<file path="src/rtl/alu_exec_ctrl_pkg.sv">
// Shared definitions for the ALU execute-stage controller: opsel codes, flag bit
// indices, FSM state encodings and the extra-result helper.
package alu_exec_ctrl_pkg;

    localparam logic [4:0] ALU_ADD     = 5'h00;
    localparam logic [4:0] ALU_SUB     = 5'h01;
    localparam logic [4:0] ALU_AND     = 5'h02;
    localparam logic [4:0] ALU_OR      = 5'h03;
    localparam logic [4:0] ALU_XOR     = 5'h04;
    localparam logic [4:0] ALU_SHL     = 5'h05;
    localparam logic [4:0] ALU_SHR     = 5'h06;
    localparam logic [4:0] ALU_MUL     = 5'h08;
    localparam logic [4:0] ALU_DIV     = 5'h09;
    localparam logic [4:0] ALU_POW     = 5'h0A;
    localparam logic [4:0] ALU_SHORT_B = 5'h1F;

    localparam int ZF = 3;
    localparam int NF = 2;
    localparam int CF = 1;
    localparam int OF = 0;

    localparam logic [1:0] ST_IDLE = 2'd0;
    localparam logic [1:0] ST_EXEC = 2'd1;
    localparam logic [1:0] ST_WB   = 2'd2;

    // Ops whose high/extra result word carries meaning for writeback.
    function automatic logic is_extra_op(input logic [4:0] op);
        return (op == ALU_MUL) || (op == ALU_DIV) || (op == ALU_POW);
    endfunction

endpackage

</file>
<file path="src/rtl/alu_exec_ctrl_if.sv">
// Bundle of the decode request, ALU operand/result and writeback channels seen by
// the execute-stage controller; master = controller side, slave = environment side.
interface alu_exec_ctrl_if #(parameter int DST_W = 3);

    logic             req_valid;
    logic             req_ready;
    logic [4:0]       req_op;
    logic [15:0]      req_a;
    logic [15:0]      req_b;
    logic [15:0]      req_x;
    logic [DST_W-1:0] req_dst;
    logic             req_setf;

    logic [15:0]      alu_srcA;
    logic [15:0]      alu_srcB;
    logic [15:0]      alu_extra_X;
    logic [4:0]       alu_opsel;
    logic             alu_Cflag;
    logic             alu_Oflag;
    logic [15:0]      alu_res;
    logic [15:0]      alu_extra_res;
    logic             alu_ready;
    logic [3:0]       alu_flag_next;

    logic             wb_valid;
    logic             wb_ready;
    logic [DST_W-1:0] wb_dst;
    logic [15:0]      wb_data;
    logic [15:0]      wb_extra;
    logic             wb_extra_en;

    logic [3:0]       flags;
    logic             busy;
    logic             timeout;

    modport master (
        input  req_valid, req_op, req_a, req_b, req_x, req_dst, req_setf,
        output req_ready,
        output alu_srcA, alu_srcB, alu_extra_X, alu_opsel, alu_Cflag, alu_Oflag,
        input  alu_res, alu_extra_res, alu_ready, alu_flag_next,
        output wb_valid, wb_dst, wb_data, wb_extra, wb_extra_en,
        input  wb_ready,
        output flags, busy, timeout
    );

    modport slave (
        output req_valid, req_op, req_a, req_b, req_x, req_dst, req_setf,
        input  req_ready,
        input  alu_srcA, alu_srcB, alu_extra_X, alu_opsel, alu_Cflag, alu_Oflag,
        output alu_res, alu_extra_res, alu_ready, alu_flag_next,
        input  wb_valid, wb_dst, wb_data, wb_extra, wb_extra_en,
        output wb_ready,
        input  flags, busy, timeout
    );

endinterface

</file>
<file path="src/rtl/alu_exec_ctrl.sv">
// Execute-stage initiator for the 16-bit ALU: IDLE -> EXEC -> WB, owns the ZNCO flags.
// Optional EXEC watchdog enabled by defining ALU_EXEC_TIMEOUT_EN.
module alu_exec_ctrl
    import alu_exec_ctrl_pkg::*;
#(
    parameter int DST_W = 3
`ifdef ALU_EXEC_TIMEOUT_EN
    , parameter int TIMEOUT_CYCLES = 64
`endif
) (
    input logic            clk,
    input logic            rst,
    alu_exec_ctrl_if.master bus
);

    logic [1:0]       state;
    logic [4:0]       op_q;
    logic [15:0]      a_q, b_q, x_q;
    logic [DST_W-1:0] dst_q;
    logic             setf_q;
    logic             exec_first;
    logic [15:0]      wb_data_q, wb_extra_q;
    logic             wb_extra_en_q;
    logic [3:0]       flags_q;
    logic             done;
    logic             expired;

    // A POW may see a stale ready left over from the previous op on its first EXEC cycle.
    assign done = (state == ST_EXEC) && bus.alu_ready && !(exec_first && (op_q == ALU_POW));

`ifdef ALU_EXEC_TIMEOUT_EN
    localparam int CNT_W = $clog2(TIMEOUT_CYCLES + 1);

    logic [CNT_W-1:0] exec_cnt;
    logic             timeout_q;

    assign expired = (state == ST_EXEC) && !done && (exec_cnt == CNT_W'(TIMEOUT_CYCLES - 1));

    always_ff @(posedge clk or posedge rst) begin
        if (rst) begin
            exec_cnt  <= '0;
            timeout_q <= 1'b0;
        end else if (state != ST_EXEC) begin
            exec_cnt <= '0;
        end else begin
            exec_cnt <= exec_cnt + 1'b1;
            if (expired) timeout_q <= 1'b1;
        end
    end

    assign bus.timeout = timeout_q;
`else
    assign expired     = 1'b0;
    assign bus.timeout = 1'b0;
`endif

    // NOTE: sequential state uses non-blocking assignments so every register samples pre-edge values.
    always_ff @(posedge clk or posedge rst) begin
        if (rst) begin
            state         <= ST_IDLE;
            op_q          <= ALU_SHORT_B;
            a_q           <= '0;
            b_q           <= '0;
            x_q           <= '0;
            dst_q         <= '0;
            setf_q        <= 1'b0;
            exec_first    <= 1'b0;
            wb_data_q     <= '0;
            wb_extra_q    <= '0;
            wb_extra_en_q <= 1'b0;
            flags_q       <= '0;
        end else begin
            case (state)
                ST_IDLE: begin
                    if (bus.req_valid) begin
                        op_q       <= bus.req_op;
                        a_q        <= bus.req_a;
                        b_q        <= bus.req_b;
                        x_q        <= bus.req_x;
                        dst_q      <= bus.req_dst;
                        setf_q     <= bus.req_setf;
                        exec_first <= 1'b1;
                        state      <= ST_EXEC;
                    end
                end
                ST_EXEC: begin
                    exec_first <= 1'b0;
                    if (done) begin
                        wb_data_q     <= bus.alu_res;
                        wb_extra_q    <= bus.alu_extra_res;
                        wb_extra_en_q <= is_extra_op(op_q);
                        if (setf_q) flags_q <= bus.alu_flag_next;
                        state         <= ST_WB;
                    end else if (expired) begin
                        wb_data_q     <= 16'hFFFF;
                        wb_extra_q    <= 16'hFFFF;
                        wb_extra_en_q <= 1'b0;
                        state         <= ST_WB;
                    end
                end
                ST_WB: begin
                    if (bus.wb_ready) state <= ST_IDLE;
                end
                default: state <= ST_IDLE;
            endcase
        end
    end

    // Parking opsel on SHORT_B outside EXEC lets the ALU's level-triggered POW start re-arm.
    assign bus.alu_opsel   = (state == ST_EXEC) ? op_q : ALU_SHORT_B;
    assign bus.alu_srcA    = a_q;
    assign bus.alu_srcB    = b_q;
    assign bus.alu_extra_X = x_q;
    assign bus.alu_Cflag   = flags_q[CF];
    assign bus.alu_Oflag   = flags_q[OF];

    assign bus.req_ready   = (state == ST_IDLE);
    assign bus.busy        = (state != ST_IDLE);
    assign bus.wb_valid    = (state == ST_WB);
    assign bus.wb_dst      = dst_q;
    assign bus.wb_data     = wb_data_q;
    assign bus.wb_extra    = wb_extra_q;
    assign bus.wb_extra_en = wb_extra_en_q;
    assign bus.flags       = flags_q;

endmodule

</file>
<file path="src/flat_wrapper.sv">
// flat-port wrapper written by rule: the top's interface ports become plain ports
module alu_exec_ctrl_flat import alu_exec_ctrl_pkg::*;
#(
    parameter int DST_W = 3

)
  (clk, rst, bus_req_valid, bus_req_op, bus_req_a, bus_req_b, bus_req_x, bus_req_dst, bus_req_setf, bus_req_ready, bus_alu_srcA, bus_alu_srcB, bus_alu_extra_X, bus_alu_opsel, bus_alu_Cflag, bus_alu_Oflag, bus_alu_res, bus_alu_extra_res, bus_alu_ready, bus_alu_flag_next, bus_wb_valid, bus_wb_dst, bus_wb_data, bus_wb_extra, bus_wb_extra_en, bus_wb_ready, bus_flags, bus_busy, bus_timeout);
  alu_exec_ctrl_if #(.DST_W(DST_W)) bus_i ();
  input logic clk;
  input logic rst;
  input wire logic [$bits(bus_i.req_valid)-1:0] bus_req_valid;
  input wire logic [$bits(bus_i.req_op)-1:0] bus_req_op;
  input wire logic [$bits(bus_i.req_a)-1:0] bus_req_a;
  input wire logic [$bits(bus_i.req_b)-1:0] bus_req_b;
  input wire logic [$bits(bus_i.req_x)-1:0] bus_req_x;
  input wire logic [$bits(bus_i.req_dst)-1:0] bus_req_dst;
  input wire logic [$bits(bus_i.req_setf)-1:0] bus_req_setf;
  output wire logic [$bits(bus_i.req_ready)-1:0] bus_req_ready;
  output wire logic [$bits(bus_i.alu_srcA)-1:0] bus_alu_srcA;
  output wire logic [$bits(bus_i.alu_srcB)-1:0] bus_alu_srcB;
  output wire logic [$bits(bus_i.alu_extra_X)-1:0] bus_alu_extra_X;
  output wire logic [$bits(bus_i.alu_opsel)-1:0] bus_alu_opsel;
  output wire logic [$bits(bus_i.alu_Cflag)-1:0] bus_alu_Cflag;
  output wire logic [$bits(bus_i.alu_Oflag)-1:0] bus_alu_Oflag;
  input wire logic [$bits(bus_i.alu_res)-1:0] bus_alu_res;
  input wire logic [$bits(bus_i.alu_extra_res)-1:0] bus_alu_extra_res;
  input wire logic [$bits(bus_i.alu_ready)-1:0] bus_alu_ready;
  input wire logic [$bits(bus_i.alu_flag_next)-1:0] bus_alu_flag_next;
  output wire logic [$bits(bus_i.wb_valid)-1:0] bus_wb_valid;
  output wire logic [$bits(bus_i.wb_dst)-1:0] bus_wb_dst;
  output wire logic [$bits(bus_i.wb_data)-1:0] bus_wb_data;
  output wire logic [$bits(bus_i.wb_extra)-1:0] bus_wb_extra;
  output wire logic [$bits(bus_i.wb_extra_en)-1:0] bus_wb_extra_en;
  input wire logic [$bits(bus_i.wb_ready)-1:0] bus_wb_ready;
  output wire logic [$bits(bus_i.flags)-1:0] bus_flags;
  output wire logic [$bits(bus_i.busy)-1:0] bus_busy;
  output wire logic [$bits(bus_i.timeout)-1:0] bus_timeout;
  assign bus_i.req_valid = bus_req_valid;
  assign bus_i.req_op = bus_req_op;
  assign bus_i.req_a = bus_req_a;
  assign bus_i.req_b = bus_req_b;
  assign bus_i.req_x = bus_req_x;
  assign bus_i.req_dst = bus_req_dst;
  assign bus_i.req_setf = bus_req_setf;
  assign bus_req_ready = bus_i.req_ready;
  assign bus_alu_srcA = bus_i.alu_srcA;
  assign bus_alu_srcB = bus_i.alu_srcB;
  assign bus_alu_extra_X = bus_i.alu_extra_X;
  assign bus_alu_opsel = bus_i.alu_opsel;
  assign bus_alu_Cflag = bus_i.alu_Cflag;
  assign bus_alu_Oflag = bus_i.alu_Oflag;
  assign bus_i.alu_res = bus_alu_res;
  assign bus_i.alu_extra_res = bus_alu_extra_res;
  assign bus_i.alu_ready = bus_alu_ready;
  assign bus_i.alu_flag_next = bus_alu_flag_next;
  assign bus_wb_valid = bus_i.wb_valid;
  assign bus_wb_dst = bus_i.wb_dst;
  assign bus_wb_data = bus_i.wb_data;
  assign bus_wb_extra = bus_i.wb_extra;
  assign bus_wb_extra_en = bus_i.wb_extra_en;
  assign bus_i.wb_ready = bus_wb_ready;
  assign bus_flags = bus_i.flags;
  assign bus_busy = bus_i.busy;
  assign bus_timeout = bus_i.timeout;
  alu_exec_ctrl #(.DST_W(DST_W)) u_core (.clk(clk), .rst(rst), .bus(bus_i));
endmodule
</file>
<file path="config.mk">
export PLATFORM = sky130hd
export DESIGN_NAME = alu_exec_ctrl_flat
export DESIGN_NICKNAME = d
export VERILOG_FILES = /design/src/rtl/alu_exec_ctrl_pkg.sv /design/src/rtl/alu_exec_ctrl_if.sv /design/src/rtl/alu_exec_ctrl.sv /design/src/flat_wrapper.sv
export SDC_FILE = /design/constraint.sdc
export NUM_CORES = 1
export LEC_CHECK = 0
export ABC_AREA = 1
export CAP_MARGIN = 20
export CORE_ASPECT_RATIO = 0.9
export CORE_UTILIZATION = 37
export CTS_BUF_LIST = sky130_fd_sc_hd__clkbuf_8
export DETAILED_ROUTE_END_ITERATION = 12
export PLACE_DENSITY_LB_ADDON = 0.15
export SLEW_MARGIN = 20
export SYNTH_ARGS = -nofsm -noshare
export SYNTH_HDL_FRONTEND = slang
export SYNTH_SLANG_ARGS = --single-unit
</file>
<file path="constraint.sdc">
create_clock -name clk -period 3.2 [get_ports clk]
set_input_delay 0.48 -clock clk [delete_from_list [all_inputs] [get_ports clk]]
set_output_delay 0.48 -clock clk [all_outputs]
set_load 0.01 [all_outputs]
</file>
* Word-level counts from Yosys, hierarchy flattened
Cells that the tools add are included.
** Word-level totals
- Bits in writable memories :: 0
- Bits in read-only memories :: 0
- Logic and storage cells :: 41
- Memories kept :: 0
- Input port bits :: 98
- Latch bits :: 0
- Output and inout port bits :: 99
- Register bits after elaboration :: 97
** Operators by class
- Shift operators :: 0
- Reduce and logical (&&, ||, !) cells :: 14
- Divide/modulo/power cells :: 0
- Muxes and demuxes :: 7
- Equal/unequal tests :: 8
- Order comparisons :: 0
- Multipliers :: 0
- Bitwise operators :: 0
- $add $sub $neg :: 0
** Operators by type and width (count)
- $eq A5 B4 Y1 const B :: 3
- $mux W2 :: 3
- $pmux W2 S3 :: 1
- $reduce_and A2 Y1 :: 3
- $reduce_and A3 Y1 :: 2
- $mux W5 :: 1
- $ne A2 B1 Y1 const B :: 2
- $reduce_bool A2 Y1 :: 2
- $logic_and A1 B1 Y1 :: 3
- $eq A2 B1 Y1 const B :: 1
- $eq A2 B2 Y1 const B :: 1
- $logic_not A2 Y1 :: 1
- $logic_or A1 B1 Y1 :: 2
- $ne A2 B2 Y1 const B :: 1
- $pmux W1 S2 :: 1
- $logic_not A1 Y1 :: 1
- $mux W1 :: 1

* Longest topological paths before layout
Gate-level depths: netlist of the first run.
- Word-level depth :: 6
- Depth in mapped cells :: 8
- Mapped depth without buffers :: 7

* Least setup slack after synthesis of the first run
No wires, ideal clock.
- Path type :: reg-to-reg
- From :: register u_core.op_q[3]
- To :: register u_core.wb_data_q[0], in the netlist u_core.bus.wb_data[0]
- Period minus slack after synthesis :: 1.290 ns
- Arrival time :: 1.173 ns
- Buffers on the path :: 2
- Setup time :: 0.117 ns
- Required time :: 3.083 ns
- Slack :: 1.910 ns
- Stages on the path, launching flop included :: 8
- Path through :: dfstp_2 inv_1 nor2_1 nand2_1 buf_2 buf_2 nand3_1 nand2_1
** On the way
- Word-level cells in the longest chain between the ends :: 5
** RTL lines
- start: declaration :: line alu_exec_ctrl.sv:17 : logic [4:0] op_q;
- start signal: assignment :: line alu_exec_ctrl.sv:76 : op_q <= bus.req_op;
- $eq A5 B4 Y1 :: line alu_exec_ctrl.sv:29 : assign done = (state == ST_EXEC) && bus.alu_ready && !(exec_first && (op_q == ALU_POW));
- $logic_and A1 B1 Y1 :: line alu_exec_ctrl.sv:29
- $logic_not A1 Y1 :: line alu_exec_ctrl.sv:29
- $logic_and A1 B1 Y1 :: line alu_exec_ctrl.sv:29
- $reduce_and A2 Y1 (no line)
- end signal: assignment :: line alu_exec_ctrl.sv:89 : wb_data_q <= bus.alu_res;
- end: declaration :: line alu_exec_ctrl.sv:22 : logic [15:0] wb_data_q, wb_extra_q;
Every way passes these cells.
A chain may end at the register's enable or synchronous reset.

* Worst setup path after layout of the first run
- From :: register u_core.state[0]
- To :: output port bus_alu_opsel[1]
** On the way
- Word-level cells in the longest chain between the ends :: 2
** RTL lines
- start: declaration :: line alu_exec_ctrl.sv:16 : logic [1:0] state;
- start signal: assignment :: line alu_exec_ctrl.sv:60 : state <= ST_IDLE;
- start signal: assignment :: line alu_exec_ctrl.sv:83 : state <= ST_EXEC;
- start signal: assignment :: line alu_exec_ctrl.sv:93 : state <= ST_WB;
- $eq A2 B1 Y1 :: line alu_exec_ctrl.sv:110 : assign bus.alu_opsel = (state == ST_EXEC) ? op_q : ALU_SHORT_B;
- $mux W5 :: line alu_exec_ctrl.sv:110
- end: declaration :: line flat_wrapper.sv:22 : output wire logic [$bits(bus_i.alu_opsel)-1:0] bus_alu_opsel;
Every way passes these cells.

==> results_dict.tcl, run 1 <==
set metrics [dict create \
    drv_cap 0 \
    drtIter0Drc 144 \
    setup-tns-final_ns 0 \
    synth_top_area_share_pct 60.0 \
    grt_overflow 0 \
    n_fill_cell 895 \
    yosysTopAreaCell "dfrtp_1" \
    cts_buffers 9 \
    cp_max_fo 5 \
    initial_utilization_pct 38.9 \
    drc 0 \
    cts_root_buf "clkbuf_8" \
    vias 3387 \
    power.leakage_nw 2.93 \
    outcome "complete, no violations" \
    cts.path.max_buffers 2 \
    wire_per_inst_microns 13.5 \
    clock_latency_ns 0.36 \
    vdd_drop_max_v 0.000389 \
    drt-total-wl_microns 10100 \
    synth_mux_area_share_pct 0 \
    place_ws_ns 1.16 \
    synthArstFlopShare_pct 100 \
    syn-num-nets 533 \
    synth_cell_types 18 \
    avgViaCountPerCell 4.51 \
    synth-compound-area-share_pct 0.979 \
    slew_headroom_pct 40.2 \
    rsz0062_at_grt "no" \
    critical_path_class "flip-flop to output pin" \
    antenna_found_initial 0 \
    tightest_slew_ns 0.895 \
    synth_ff_type "dfrtp_1" \
    dieWidth_microns 109 \
    critPathMaxStageDelay_ns 0.51 \
    port_buffers 195 \
    coreArea_sq_um 9870 \
    met2_length_microns 4590 \
    power.density_nw_per_um2 916 \
    dieArea_sq_um 10800 \
    routed.top_layer "met4" \
    synthAdderAreaFrac_pct 0 \
    worst_hold_path_type "flip-flop to flip-flop" \
    slowest_stage "clkdlybuf4s50_1" \
    finalMaxSlewViolations 0 \
    syn_inst 435 \
    finalHoldViolations 0 \
    synth_top_family_by_area "simple AND/OR/NAND/NOR gates" \
    netlist_area_sq_um 3830 \
    grt_pass1_wl_microns 16200 \
    clock_sinks 97 \
    grt_pass1_vias 3348 \
    cts-resized-gates 0 \
    fin_ws_ns 1.00 \
    drive_above_1_share_pct 4.96 \
    yosysSeqAreaShare_pct 63.5 \
    cts_tree "built" \
    place_hpwl_microns 6960 \
    grt_start_max_net_pins 62 \
    finalSetupViolations 0 \
    synth_edf_count 0 \
    ios 197 \
    period_needed_ns 2.20 \
    antenna_cells 0 \
    period_share_pct 68.6 \
    first_pass_iters 4 \
    drt-met1-wl_microns 4310 \
    worst_setup_path_end_kind "output pin" \
    ys_warn_count 0 \
    syn_area_per_cell_sq_um 8.82 \
    nets 718 \
    skew_ns 0.0125 \
    globalplace.congestion 0.728 \
    placementRows 34 \
    wl_met3_microns 1070 \
    fmax_mhz 455 \
    clk_pin_slew_worst_paths_ns 0.09 \
    syn2layout_area_growth_pct 57.0 \
    htreeDepth 3 \
    synth_common_cells "nand2_1 (249), dfrtp_1 (92), nand3_1 (33)" \
    track_usage_pct 19.4 \
    synth_area_leaders "dfrtp_1 (60%), nand2_1 (24%), nand3_1 (4.3%)" \
    ctsHoldBuffers 0 \
    yosysMostFrequentCell "nand2_1" \
    required_ns 2.72 \
    die_height_microns 98.6 \
    fin_util_pct 61.0 \
    synth-simple-area-share_pct 30.4 \
    whs_ns 0.476 \
    synth-xor-area-share_pct 0 \
    path_cells "nand2_1 > or2_2 > clkdlybuf4s50_1" \
    ys_ff_latch 97 \
    arrival_ns 1.72 \
    critical_path.startpoint_type "flip-flop" \
    postCtsSetupBuffers 0 \
    ant_nets 0 \
]
[logic make-up after synthesis]
kind of cell | after synthesis
buffers and inverters | 36
AND/OR/NAND/NOR | 294
flip-flops | 97
other | 1
AO/OA/AOI/OAI | 7
[layout by cell type, fill, tap and decap left out, drive strengths merged]
cell             n
nand2          250
clkdlybuf4s50  195
dfrtp           92
nand3           33
inv             14
clkbuf          10
nor2             6
o21ai            5
dfstp            5
nand4            4
buf              4
clkinv           2
or2              1
o31ai            1
a21oi            1
conb             1
clkinvlp         1
[state kept, by name (all words and copies together) (netlist names)]
signal                  flops
u_core.bus.alu_extra_X     16
u_core.bus.alu_srcA        16
u_core.bus.alu_srcB        16
u_core.bus.flags            4
u_core.bus.wb_data         16
u_core.bus.wb_dst           3
u_core.bus.wb_extra        16
u_core.bus.wb_extra_en      1
u_core.exec_first           1
u_core.op_q                 5
u_core.setf_q               1
u_core.state                2
[routing by layer]
layer	vias up	track usage [%]
met4	0	6.67
met5	-	0
met3	15	7.54
met2	137	31.1
li1	1694	-
met1	1541	23.9
[critical path: cells and delay by family, from the launching register on]
kind,cells,cell delay [ns]
flops,1,0.46
buf+inv,1,0.51
simple gates,2,0.41
[worst paths after layout]
check | start | endpoint | slack [ns] | depth (start not counted)
max | u_core.state[0]$_DFFE_PP0P_ | bus_alu_opsel[1] | 1.00 | 3
min | u_core.bus.wb_extra[0]$_DFFE_PP0P_ | u_core.bus.wb_extra[0]$_DFFE_PP0P_ | 0.48 | 2
max reg2reg | u_core.op_q[4]$_DFFE_PP1P_ | u_core.bus.wb_extra_en$_DFFE_PP0P_ | 1.19 | 7
min reg2reg | u_core.bus.wb_extra[0]$_DFFE_PP0P_ | u_core.bus.wb_extra[0]$_DFFE_PP0P_ | 0.48 | 2
max in group asynchronous | rst | u_core.op_q[3]$_DFFE_PP1P_ | 1.93 | 3
min in group asynchronous | rst | u_core.bus.flags[0]$_DFFE_PP0P_ | 0.55 | 2
[power breakdown]
part / total [W] / switching (W) / leakage (nW) / internal, W
Combinational: 0.00264 / 0.00125 / 1.64 / 0.00139
Clock: 0.000730 / 0.000423 / 0.0945 / 0.000307
Sequential: 0.00215 / 0.000322 / 1.20 / 0.00182
Total: 0.00551 / 0.00200 / 2.93 / 0.00352
[per-stage QoR]
stage               power [W]  std cells  cell area (sq um)
finish                0.00551        751               6020
detailed placement    0.00484        735               5840
global route          0.00596        751               6020
global placement      0.00477        735               5840
CTS                   0.00560        751               6020
floorplan             0.00333        435               3830
[layout make-up]
class | count | area (sq um) | area share, %
sequential | 97 | 2430 | 40.4
clock buffer | 10 | 138 | 2.29
multi-input combinational | 302 | 1210 | 20.1
inverter | 11 | 43.8 | 0.727
clock inverter | 6 | 42.5 | 0.707
timing repair buffer | 199 | 1990 | 33.1
tap | 126 | 158 | 2.62
Power figures use the tool's default switching activity.
==> run 2, diff against run 1 <==
Clock period 3.2 ns to 1.8 ns, I/O delays scaled along.
==> run 2 against run 1 <==
  * Routed wire length grew 0.17%
  * Die area stayed put
  * Cell count is 1.1% higher
  * Final area grew 1.3%
  * Non-clock buffer count grew 8
  * Flip-flop and latch count unchanged
  * Setup slack got worse by 0.88 ns
  * First-iteration DRC count rose by 3.5%
  * Sequential share of layout area is 0.53 points lower
  * Combinational power grew 79%
==> results_dict.tcl, run 2 (synthesized netlist as in run 1, its figures left out) <==
set metrics [dict create \
    outcome "complete, no violations" \
    final_cell_mix "nand2_1 (248), clkdlybuf4s50_1 (187), dfrtp_1 (92)" \
    use_met3_pct 8.99 \
    fin_util_pct 61.8 \
    p_switching_w 0.00359 \
    clk_pin_slew_worst_paths_ns 0.09 \
    die_height_microns 98.6 \
    finalMaxSlewViolations 0 \
    vias 3458 \
    skew_ns 0.0101 \
    drive_above_1_share_pct 7.11 \
    drt-total-wl_microns 10200 \
    first_pass_iters 4 \
    clock_sinks 97 \
    grt_pass1_vias 3512 \
    finalHoldViolations 0 \
    nets 726 \
    ant_nets 0 \
    clock_latency_ns 0.36 \
    arrival_ns 1.40 \
    cts_buffers 9 \
    internal_power_w 0.00638 \
    required_ns 1.53 \
    postCtsSetupBuffers 0 \
    worst_setup_path_end_kind "output pin" \
    dieWidth_microns 109 \
    multi_input_area_sq_um 1220 \
    antenna_cells 0 \
    track_usage_pct 19.7 \
    cts_root_buf "clkbuf_8" \
    critical_path_class "flip-flop to output pin" \
    avgViaCountPerCell 4.56 \
    finalSetupViolations 0 \
    cp_max_fo 6 \
    syn2layout_area_growth_pct 59.1 \
    dieArea_sq_um 10800 \
    drc 0 \
    grt_pass1_wl_microns 16500 \
    final_common_cell "nand2_1" \
    drv_cap 0 \
    rsz0062_at_grt "no" \
    power_frac_clock_pct 14.4 \
    place_hpwl_microns 7450 \
    critical_path.startpoint_type "flip-flop" \
    vdd_drop_max_v 0.000837 \
    regArea_sq_um 2430 \
    period_needed_ns 1.67 \
    drtIter0Drc 149 \
    grt_overflow 0 \
    coreArea_sq_um 9870 \
    comb_power_share_pct 47.4 \
    global_route.usage.met1_pct 22.8 \
    ios 197 \
    grt_start_max_net_pins 45 \
    pwr-share-seq_pct 38.2 \
    grt.met2_usage_pct 32.4 \
    period_share_pct 93.0 \
    wire_per_inst_microns 13.4 \
    port_buffers 195 \
    power.density_nw_per_um2 1630 \
    n_fill_cell 920 \
    fmax_mhz 598 \
    initial_utilization_pct 38.9 \
    htreeDepth 3 \
    cts.path.max_buffers 2 \
    antenna_found_initial 0 \
    p_sw_share_pct 36.0 \
    cts_tree "built" \
    setup-tns-final_ns 0 \
    worst_hold_path_type "input port to asynchronous set/reset pin" \
    globalplace.congestion 0.740 \
    top_usage_layer "met2" \
    placementRows 34 \
    power.leakage_nw 2.99 \
]
## run 2: per-layer routing
metal | up-vias | part of all wire (%)
li1 | 1711 | -
met1 | 1606 | 41
met2 | 132 | 46
met3 | 9 | 12
met4 | 0 | 1.1
met5 | - | 0
## run 2: worst paths after layout
path | to | startpoint | depth (start not counted) | slack (ns)
max | bus_alu_opsel[2] | u_core.state[1]$_DFFE_PP0P_ | 5 | 0.13
min | u_core.bus.alu_srcB[10]$_DFFE_PP0P_ | rst | 3 | 0.33
max reg2reg | u_core.bus.wb_data[13]$_DFFE_PP0P_ | u_core.op_q[2]$_DFFE_PP1P_ | 7 | 0.33
min reg2reg | u_core.bus.wb_extra[5]$_DFFE_PP0P_ | u_core.bus.wb_extra[5]$_DFFE_PP0P_ | 2 | 0.48
max in group asynchronous | u_core.op_q[0]$_DFFE_PP1P_ | rst | 3 | 1.10
min in group clk | u_core.op_q[1]$_DFFE_PP1P_ | bus_req_op[1] | 3 | 0.42
## run 2: critical path, cell delays in order, from the launching register on
cell and delay (ns):
dfrtp_1 0.41, inv_2 0.09, nand2_2 0.07, inv_2 0.11
nand2_1 0.06, dlygate4sd2_1 0.30
## run 2: cell type report
type,instances,share of cell area [%]
Sequential cell,97,39.9
Timing Repair Buffer,207,33.6
Multi-Input combinational cell,302,19.9
Tap cell,126,2.58
Clock buffer,9,2.03
Clock inverter,7,1.23
Inverter,11,0.738
## run 2: power groups by stage
stage | clock, W | sequential [W] | combinational, W
3_3_place_gp | 0 | 0.00381 | 0.00479
3_5_place_dp | 0 | 0.00384 | 0.00487
2_1_floorplan | 0 | 0.00424 | 0.00167
6_report | 0.00144 | 0.00381 | 0.00473
4_1_cts | 0.00149 | 0.00382 | 0.00482
5_1_grt | 0.00157 | 0.00394 | 0.00523
## run 2: what timing repair did
item                                   CTS  global route
setup endpoints to repair                8             5
gates resized for setup                 11             4
pin swaps                                0             0
hold buffers                             0             0
endpoints found under the hold margin    0             0
## run 2: stage by stage
stage / setup slack [ns] / area (sq um) / cells / hold slack, ns / total power, W
2_1_floorplan: 0.386 / 3840 / 435 / 0.356 / 0.00591
3_3_place_gp: 0.191 / 5910 / 743 / 0.453 / 0.00860
3_5_place_dp: 0.184 / 5910 / 743 / 0.458 / 0.00871
4_1_cts: 0.0138 / 6110 / 759 / 0.322 / 0.0101
5_1_grt: 0.0269 / 6100 / 759 / 0.340 / 0.0107
6_report: 0.126 / 6100 / 759 / 0.325 / 0.00997
==> run 3, diff against run 2 <==
Settings changed: SKIP_LAST_GASP set to 1.
==> results of run 3 <==
Same layout as run 2: the final DEF is identical, and so are final timing and power.
==> RTL edit 1, RTL diff (flow settings as in run 3) <==
`DST_W` is set to 3 in 3 places; all go to 5.
--- a/src/rtl/alu_exec_ctrl_if.sv
+++ b/src/rtl/alu_exec_ctrl_if.sv
@@ -1,5 +1,5 @@
 // Bundle of the decode request, ALU operand/result and writeback channels seen by
 // the execute-stage controller; master = controller side, slave = environment side.
-interface alu_exec_ctrl_if #(parameter int DST_W = 3);
+interface alu_exec_ctrl_if #(parameter int DST_W = 5);
 
     logic             req_valid;
--- a/src/rtl/alu_exec_ctrl.sv
+++ b/src/rtl/alu_exec_ctrl.sv
@@ -4,5 +4,5 @@
     import alu_exec_ctrl_pkg::*;
 #(
-    parameter int DST_W = 3
+    parameter int DST_W = 5
 `ifdef ALU_EXEC_TIMEOUT_EN
     , parameter int TIMEOUT_CYCLES = 64
--- a/src/flat_wrapper.sv
+++ b/src/flat_wrapper.sv
@@ -2,5 +2,5 @@
 module alu_exec_ctrl_flat import alu_exec_ctrl_pkg::*;
 #(
-    parameter int DST_W = 3
+    parameter int DST_W = 5
 
 )
Interface: changed (resized bus_req_dst and bus_wb_dst); port bits go from 197 to 201. The function was not compared with the original's and may differ.
==> RTL edit 1 against run 3 <==
  * Cell area increased by 2.7%
  * Sequential cell count increased by 2
  * Total power increased by 3.1%
  * Synthesized area increased by 2.4%
  * Global-route usage increased by 0.19 points
  * Setup slack got worse by 0.040 ns
  * Die area increased by 2.4%
  * Routed wire length increased by 2.3%
  * Highest routed layer unchanged
==> RTL edit 1: results (changes against run 3) <==
DIE WIDTH 110.6 µm (+1.2%); HPWL after DPL 7.393 mm (-0.77%); met1 Use GR 0.2373 (+0.009419); Crit path largest cell delay 0.47 ns (+0.06 ns); Max VDD drop 784.6 µV (-6.3%); Placement Cell Area 6048 µm² (+2.3%); total track usage 0.1992 (+0.001851); largest cells by area after synthesis dfrtp_1 (60%), nand2_1 (24%), nand3_1 (4.1%); layout cells sized above 1 0.06854 (-0.002554); met2 Use GR 0.3230 (-0.001160); Routed WL per cell 13.47 µm (+0.69%); Post-Layout Cell Count 771 (+1.6%); Crit Reg-Reg Endpoint u_core.bus.flags[0]$_DFFE_PP0P_; GPL Wtd Cong 0.7228 (-2.3%); DR pass1 iterations 4 (unchanged); worst-case reg-to-reg path depth 8 (+1); skew final 0.008687 ns (-0.001420 ns); register area share after synthesis 0.6324 (-0.002217); Arr. time, crit path 1.44 ns (+0.04 ns); Vias per Instance 4.580 (+0.52%); vias in the first global route 3606 (+2.7%); post-synth cell types 21 (+3); Critical Path Fanout Max 4 (-2); Worst path slowest cell clkdlybuf4s50_1; Synth async-reset ratio 1.000 (unchanged); placed cell count 754 (+1.5%); hold_ws 0.3601 ns (+0.03478 ns); status finished clean; Synth Area per Inst 8.846 µm² (+0.34%); largest net degree at the start of global routing 66 (+47%); post-place setup slack 0.1690 ns (-0.01503 ns); GRT met3 Usage 0.08470 (-0.005243); post-layout net count 737 (+1.5%); port bufs 199 (+2.1%); drt initial violations 174 (+17%); Syn Nets 544 (+2.1%); Leakage 3.058 nW (+2.4%)
RTL edit 1: cell types whose count changed after synthesis:
| cell | change |
|---|---|
| buf_2 | -5 |
| nor2_4 | +1 |
| nand3_2 | +1 |
| clkbuf_1 | +5 |
| dfrtp_1 | +2 |
| buf_6 | +1 |
| nand2_1 | +4 |
| nand2_2 | +2 |
| nand3_1 | -1 |
| nor2_2 | -1 |
RTL edit 1: worst max-delay path by stage:
stage,end,depth (start not counted),from
CTS,bus_alu_opsel[3],5,u_core.state[1]$_DFFE_PP0P_
global placement,u_core.bus.flags[3]$_DFFE_PP0P_,7,bus_alu_ready
finish,bus_busy,3,u_core.state[0]$_DFFE_PP0P_
detailed placement,u_core.bus.flags[0]$_DFFE_PP0P_,7,bus_alu_ready
floorplan,u_core.bus.alu_extra_X[0]$_DFFE_PP0P_,1,rst
global route,bus_busy,3,u_core.state[0]$_DFFE_PP0P_
RTL edit 1: per-layer routing:
metal	share of wire	wire length, µm	vias up
met4	0.017	172	0
met1	0.41	4257	1645
met5	0	0	-
li1	-	-	1735
met2	0.48	5006	138
met3	0.091	950	13
RTL edit 1: logic make-up (layout without fill, tap and decap cells):
logic type	after synthesis	in the layout	share of synthesized area
and+or+nand+nor	300	300	0.3061
DFF	99	99	0.6324
AOI/OAI and AO/OA	7	7	0.009556
other	1	1	0.0009548
buffers and inverters	37	235	0.05097
RTL edit 1: worst max-delay path, delay by kind of cell (launching register included):
| kind | cells | cell delay [ns] |
|---|---|---|
| buffers and inverters | 2 | 0.52 |
| flip-flops | 1 | 0.44 |
| AND/OR/NAND/NOR | 1 | 0.13 |
RTL edit 1: timing repair:
action | 4_1_cts | 5_1_grt
hold buffers | 0 | 0
setup buffers | 1 | 0
endpoints found under the setup margin | 8 | 4
gates cloned | 0 | 0
gates resized for setup | 9 | 4
RTL edit 1: area by class of cell:
class,instances,area (µm²)
Fill cell,954,4023
Timing Repair Buffer,208,2117
Multi-Input combinational cell,308,1246
Clock buffer,11,151.4
Tap cell,129,161.4
Sequential cell,99,2485
Inverter,11,47.55
Clock inverter,5,60.06
RTL edit 1: report_power, final:
part / leakage, nW / switching, mW / total [mW] / internal, mW
clock network: 0.106 / 0.761 / 1.48 / 0.723
registers: 1.22 / 0.571 / 3.88 / 3.31
logic: 1.73 / 2.32 / 4.91 / 2.59
==> RTL edit 2, RTL diff (settings of run 3) <==
Without the edit above. Put a register stage on the output `bus.alu_Cflag`, without a reset. The value now appears one clock later.
--- a/src/rtl/alu_exec_ctrl.sv
+++ b/src/rtl/alu_exec_ctrl.sv
@@ -112,5 +112,7 @@
     assign bus.alu_srcB    = b_q;
     assign bus.alu_extra_X = x_q;
-    assign bus.alu_Cflag   = flags_q[CF];
+    always_ff @(posedge clk) begin
+        bus.alu_Cflag <= flags_q[CF];
+    end
     assign bus.alu_Oflag   = flags_q[OF];
 
Check against the original RTL: not equivalent (a bounded check fails within 4 cycles, from zero or initial values and one cycle with rst high).
==> RTL edit 2 against run 3 <==
  * Global-route usage up 0.28 points
  * Critical path depth decreased by 1
  * Synthesized area grew 0.33%
  * Setup slack worse by 0.073 ns
  * Sequential cell count up 1
  * Cell area grew 0.31%
  * Routed wire length increased by 2.6%
  * Total power down 0.95%
  * Critical path type unchanged
==> RTL edit 2: results (changes against run 3) <==
status finished clean; layout cells sized above 1 0.06309 (-0.007999); DRT Wirelength 10.42 mm (+2.6%); first-pass GRT wire length 16.86 mm (+2.3%); Ys Warns 0 (unchanged); Area Growth Syn to Fin 59.06% (about the same); met1 WL 4.300 mm (+4.4%); post-layout net count 727 (+0.14%); internal power 6.297 mW (-1.3%); HPWL after DPL 7.474 mm (+0.32%); skew final 0.01014 ns (+0.00002850 ns); Vias per Instance 4.609 (+1.2%); Placement Cell Area 5952 µm² (+0.63%); Clk. pwr 1.24 mW (-14%); fill count 915 (-0.54%); port bufs 195 (unchanged); GRT met3 Usage 0.07474 (-0.01521); post-place setup slack 0.1796 ns (-0.004453 ns); register area share after synthesis 0.6377 (+0.003140); met2 wire length 4.868 mm (+3.6%); Power Density 1614 nW/µm² (-1.2%); Syn Nets 533 (unchanged); flop-to-flop setup slack 0.20 ns (-0.13 ns); met2 Use GR 0.3208 (-0.003387); largest net degree at the start of global routing 62 (+38%); largest cells by area after synthesis dfrtp_1 (60%), nand2_1 (24%), nand3_1 (4.3%); Post-Layout Cell Count 760 (+0.13%); Logic pwr share 0.483 (+0.009); H-tree levels 3 (unchanged); Crit Reg-Reg Endpoint u_core.bus.flags[2]$_DFFE_PP0P_; vias in the first global route 3465 (-1.3%); hold_ws 0.1516 ns (-0.1737 ns); Critical Path Fanout Max 4 (-2); Max VDD drop 719.0 µV (-14%); total track usage 0.2002 (+0.002800); post-synth cell types 19 (+1); drt initial violations 175 (+17%); Synth async-reset ratio 0.9898 (-0.01020); Synth top cells by count nand2_1 (249), dfrtp_1 (92), nand3_1 (33); met3 WL 1.152 mm (-5.7%); Leakage 2.978 nW (-0.30%); worst-case reg-to-reg path depth 8 (+1)
-- RTL edit 2: cell types whose count changed after synthesis, sizes merged --
cell	before	now
buf	25	24
dfxtp	0	1
-- RTL edit 2: layout make-up --
| type | instances | area share |
|---|---|---|
| clock inverters | 7 | 0.006543 |
| multi-input cells | 302 | 0.1983 |
| repair buffers | 207 | 0.3406 |
| clock buffers | 9 | 0.02024 |
| flip-flops and latches | 98 | 0.4011 |
| inverters | 11 | 0.007360 |
| well taps | 126 | 0.02576 |
-- RTL edit 2: repair_timing --
action | CTS | global route
buffers inserted | 0 | 1
hold buffers | 0 | 0
gates resized for setup | 9 | 0
setup endpoints to repair | 6 | 1
gates cloned | 0 | 0
-- RTL edit 2: how the worst max path moves through the flow --
stage                                      from                                     to  slack [ns]  cells past startpoint
floorplan                                   rst  u_core.bus.alu_extra_X[0]$_DFFE_PP0P_        0.39                      1
global placement    u_core.state[0]$_DFFE_PP0P_                       bus_alu_opsel[3]        0.21                      4
detailed placement                bus_alu_ready        u_core.bus.flags[2]$_DFFE_PP0P_        0.18                      7
CTS                 u_core.state[0]$_DFFE_PP0P_                               bus_busy        0.02                      3
global route        u_core.state[1]$_DFFE_PP0P_                       bus_alu_opsel[1]       0.002                      4
finish              u_core.state[1]$_DFFE_PP0P_                       bus_alu_opsel[1]        0.05                      4
-- RTL edit 2: worst max-delay path, stage by stage (launching register included) --
cell and delay, ns:
dfrtp_1 0.40, inv_2 0.09, nand2_2 0.08, or2_2 0.28, dlygate4sd2_1 0.29
-- RTL edit 2: logic make-up after synthesis --
group / count (synthesis) / share of synthesized area
compound gates: 7 / 0.009755
buf+inv: 35 / 0.04878
other cells: 1 / 0.0009747
flops: 98 / 0.6377
simple gates: 294 / 0.3028
